[config.mk]
export PLATFORM = sky130hd
export DESIGN_NAME = lsu_mem_ctrl
export DESIGN_NICKNAME = d
export VERILOG_FILES = /design/src/rtl/lsu_mem_ctrl.sv
export SDC_FILE = /design/constraint.sdc
export NUM_CORES = 1
export LEC_CHECK = 0
export ABC_AREA = 1
export CORE_MARGIN = 3
export CORE_UTILIZATION = 45
export DETAILED_ROUTE_END_ITERATION = 12
export GPL_ROUTABILITY_DRIVEN = 0
export PLACE_DENSITY = 0.84
export RECOVER_POWER = 25
export REMOVE_ABC_BUFFERS = 1
export SETUP_SLACK_MARGIN = 0.5
export SKIP_CTS_REPAIR_TIMING = 1
export SYNTH_ARGS = -nofsm -noshare
export SYNTH_HDL_FRONTEND = slang
export SYNTH_SLANG_ARGS = --single-unit
export TNS_END_PERCENT = 30
[constraint.sdc]
create_clock -name clk -period 4 [get_ports clk]
set_input_delay 1.2 -clock clk [delete_from_list [all_inputs] [get_ports clk]]
set_output_delay 1.2 -clock clk [all_outputs]
set_load 0.01 [all_outputs]
[src/rtl/lsu_mem_ctrl.sv]
// Load/store controller: turns RV32I byte-addressed loads/stores into word accesses
// on a synchronous-read memory, using read-modify-write for sub-word stores.
module lsu_mem_ctrl #(
    parameter int N = 10,
    parameter int M = 32
) (
    input  logic         clk,
    input  logic         rst,
    input  logic         req_valid,
    input  logic         req_we,
    input  logic [2:0]   req_funct3,
    input  logic [31:0]  req_addr,
    input  logic [M-1:0] req_wdata,
    output logic         ready,
    output logic         done,
    output logic         err,
    output logic [M-1:0] rdata,
    output logic         mem_we,
    output logic [N-1:0] mem_a,
    output logic [M-1:0] mem_wd,
    input  logic [M-1:0] mem_rd
);

    typedef enum logic [2:0] {
        IDLE,
        RD_WAIT,
        RD_DATA,
        WR,
        ERR
    } state_t;

    state_t         state_q;
    logic [N-1:0]   idx_q;
    logic [1:0]     off_q;
    logic [2:0]     f3_q;
    logic           we_q;
    logic [M-1:0]   wd_q;
    logic [M-1:0]   rdata_q;
    logic           done_q;
    logic           err_q;

    logic           bad;
    logic [7:0]     byte_sel;
    logic [15:0]    half_sel;
    logic [M-1:0]   load_val;
    logic [M-1:0]   merged;
    logic           unused_addr;

    assign unused_addr = ^req_addr[31:N+2];

    assign ready  = (state_q == IDLE);
    assign done   = done_q;
    assign err    = err_q;
    assign rdata  = rdata_q;
    assign mem_we = (state_q == WR);
    assign mem_a  = idx_q;
    assign mem_wd = wd_q;

    // Illegal funct3 or misalignment of the incoming request
    always_comb begin
        bad = 1'b0;
        if (req_we) begin
            case (req_funct3)
                3'd0:    bad = 1'b0;
                3'd1:    bad = req_addr[0];
                3'd2:    bad = |req_addr[1:0];
                default: bad = 1'b1;
            endcase
        end else begin
            case (req_funct3)
                3'd0, 3'd4: bad = 1'b0;
                3'd1, 3'd5: bad = req_addr[0];
                3'd2:       bad = |req_addr[1:0];
                default:    bad = 1'b1;
            endcase
        end
    end

    always_comb begin
        case (off_q)
            2'd1:    byte_sel = mem_rd[15:8];
            2'd2:    byte_sel = mem_rd[23:16];
            2'd3:    byte_sel = mem_rd[31:24];
            default: byte_sel = mem_rd[7:0];
        endcase
        half_sel = off_q[1] ? mem_rd[31:16] : mem_rd[15:0];
        case (f3_q)
            3'd0:    load_val = {{24{byte_sel[7]}}, byte_sel};
            3'd1:    load_val = {{16{half_sel[15]}}, half_sel};
            3'd4:    load_val = {24'h0, byte_sel};
            3'd5:    load_val = {16'h0, half_sel};
            default: load_val = mem_rd;
        endcase
    end

    // Sub-word store merge: only SB (funct3 0) and SH (funct3 1) reach here
    always_comb begin
        merged = mem_rd;
        if (f3_q[0]) begin
            if (off_q[1]) merged[31:16] = wd_q[15:0];
            else          merged[15:0]  = wd_q[15:0];
        end else begin
            case (off_q)
                2'd1:    merged[15:8]  = wd_q[7:0];
                2'd2:    merged[23:16] = wd_q[7:0];
                2'd3:    merged[31:24] = wd_q[7:0];
                default: merged[7:0]   = wd_q[7:0];
            endcase
        end
    end

    always_ff @(posedge clk or posedge rst) begin
        if (rst) begin
            state_q <= IDLE;
            idx_q   <= '0;
            off_q   <= '0;
            f3_q    <= '0;
            we_q    <= 1'b0;
            wd_q    <= '0;
            rdata_q <= '0;
            done_q  <= 1'b0;
            err_q   <= 1'b0;
        end else begin
            done_q <= 1'b0;
            err_q  <= 1'b0;
            case (state_q)
                IDLE: begin
                    if (req_valid) begin
                        idx_q <= req_addr[N+1:2];
                        off_q <= req_addr[1:0];
                        f3_q  <= req_funct3;
                        we_q  <= req_we;
                        if (bad) begin
                            state_q <= ERR;
                            done_q  <= 1'b1;
                            err_q   <= 1'b1;
                            rdata_q <= '0;
                        end else if (req_we) begin
                            wd_q    <= req_wdata;
                            state_q <= (req_funct3 == 3'd2) ? WR : RD_WAIT;
                        end else begin
                            state_q <= RD_WAIT;
                        end
                    end
                end
                RD_WAIT: state_q <= RD_DATA;
                RD_DATA: begin
                    if (we_q) begin
                        wd_q    <= merged;
                        state_q <= WR;
                    end else begin
                        rdata_q <= load_val;
                        done_q  <= 1'b1;
                        state_q <= IDLE;
                    end
                end
                WR: begin
                    done_q  <= 1'b1;
                    state_q <= IDLE;
                end
                ERR:     state_q <= IDLE;
                default: state_q <= IDLE;
            endcase
        end
    end

endmodule

==> run metrics <==
Synth warnings=0; most area-consuming cells after synthesis=dfrtp_1, nand2_1, nand3_1; Initial Util=47.0%; htree depth=3; clock root buffer master=clkbuf_8; max-slew violation count=37; async set-reset flop share out of synthesis=100%; Worst-Margin Slew=1690 ps; antenna-violating nets left=0; Mapped Area=4920 um^2; Final Skew=13.8 ps; wire per inst=16.6 um; fin worst setup slack=951 ps; worst-case clock buffer depth=2; top cell type's share of synthesized area=43.3%; routed vias/inst=5.61; DRC=0; worst slack at placement=610 ps; Achievable Freq=328 MHz; Synth area leader=dfrtp_1; Worst-path clk slew=80 ps; Clock Sinks=85; row count=37; chip height=111 um; pin count of the biggest net entering global routing=50; die width=111 um; failing checks=max-capacitance violations, max-slew violations; final setup fails=0; PortBufs=160; crit path DAT=3300 ps; HP Class=register to register; Final Hold Fails=0; dpl hpwl=11,900 um; DRT Pass-1 Iters=6; Final min period=3050 ps; pwr/cell area=717 nW/um^2; Routed WL=16,000 um; DIE AREA=12,200 um^2; synth unique cells=29; maximum vdd drop=0.000395 V; share of cells above drive strength 1=5.90%; Filler cells=925; Leakage=3.25 nW; nets=929; CTS tree=built; worst-path maximum fanout=14; Design Area, Final=6700 um^2; P&R area growth vs syn=36.3%; storage element area=2130 um^2; Slew HR=-13.3%; initial antenna violation count=0; cts bufs inserted=9; number of synthesized flops with an enable pin=0; GR Util All Layers=26.0%; total gr overflow=0; status=finished with violations; area of the multi-input gates=2360 um^2; Max-cap violations=1; Skew-Pair Late Insertion Delay=360 ps; Synth Instances=684; diode count=0; Setup TNS=0 ps; total number of vias=5,419; DR iter-0 viols=592; final period utilization=76.2%; Syn Area/Cell=7.19 um^2; CP endpoint kind=register; dpl cell area=6540 um^2; Synth Flop Type=dfrtp_1; startpoint types=input port; Worst EP required=4250 ps; RSZ-0062 raised after global routing=false; first-pass GRT wire length=26,200 um; core region area=10,500 um^2; kind of critical path=input port to register; vias in the first global route=5,297; Total Power=4.80 mW; I/O pins=181; Synth Register Bits=85; sequential share of the synthesized area=43.3%
-- layer usage --
metal,wire length [um],global-route usage [%]
met1,6310,32.8
met2,7860,43.6
met3,1570,7.84
met4,291,7.14
met5,0,0
-- logic make-up after synthesis --
kind of cell	after synthesis	share of synthesized area [%]
compound gates	125	13.8
flops	85	43.3
buf+inv	90	8.60
simple gates	384	34.4
-- registers in the layout, indices dropped and copies added, names as in the netlist --
| register | cells |
|---|---|
| mem_wd | 32 |
| rdata | 32 |
| mem_a | 10 |
| f3_q | 3 |
| state_q | 3 |
| off_q | 2 |
| done | 1 |
| err | 1 |
| we_q | 1 |
-- critical path, cell delays in order --
cell and delay, ps:
clkdlybuf4s50_1 520, or2_1 250, nand2_1 90, nand2_2 100
o21ai_2 540, nand2_1 380, nand2_1 150, nand2_1 60
-- per-stage QoR --
stage | util, % | hold WS [ps] | cells
after global placement | 62.5 | 462 | 951
after floorplan | - | 497 | 648
after CTS | 64.1 | 484 | 966
after global routing | 64.1 | 494 | 966
after detailed placement | 62.5 | 464 | 951
final | 64.1 | 480 | 966
-- power breakdown --
part           leakage [nW]  internal [mW]  switching [mW]
combinational          2.06           1.14            1.56
clock                0.0828          0.241           0.308
sequential             1.11           1.24           0.310
-- cell usage after synthesis, types with 3 or more instances --
cell type,count
inv_1,48
nand2_1,253
buf_6,5
nor2_1,18
or2_2,4
clkbuf_1,11
o21ai_0,60
o22ai_1,3
a21oi_1,42
nand2_2,8
buf_2,14
buf_4,6
dfrtp_1,85
nor2_4,4
nand3_1,73
nand2_4,4
nand3b_1,3
nand4_1,13
o211ai_1,17
inv_2,4
-- final cells by class --
class	count	area share, %
clock inverters	3	0.317
repair buffers	167	24.9
multi-input cells	509	35.2
inverters	54	3.16
well taps	136	2.54
flip-flops and latches	85	31.7
clock buffers	12	2.17
-- placed cells by master (no fill, tap or decap), drive strengths merged, types with 3 or more instances in the layout --
cell type and instances:
o211ai 17, dfrtp 85, nand4 13, nand2 265, o22ai 3, nand3b 3
o21ai 62, or2 5, clkbuf 12, nand3 75, a21oi 42, buf 7
inv 54, nor2 22, clkdlybuf4s50 158
-- path summary, 6_finish.rpt --
check / from / depth (start not counted) / to / slack, ps
setup / recovery: req_we / 8 / mem_wd[15]$_DFFE_PP0P_ / 950
hold / removal: rdata[4]$_DFFE_PP0P_ / 2 / rdata[4]$_DFFE_PP0P_ / 480
setup reg to reg: state_q[0]$_DFFE_PP0N_ / 9 / mem_wd[15]$_DFFE_PP0P_ / 1360
hold reg to reg: rdata[4]$_DFFE_PP0P_ / 2 / rdata[4]$_DFFE_PP0P_ / 480
max in group asynchronous: rst / 3 / rdata[8]$_DFFE_PP0P_ / 1420
min in group asynchronous: rst / 2 / mem_a[9]$_DFFE_PP0P_ / 1690
Note: power is estimated with default switching activity, not from simulation.
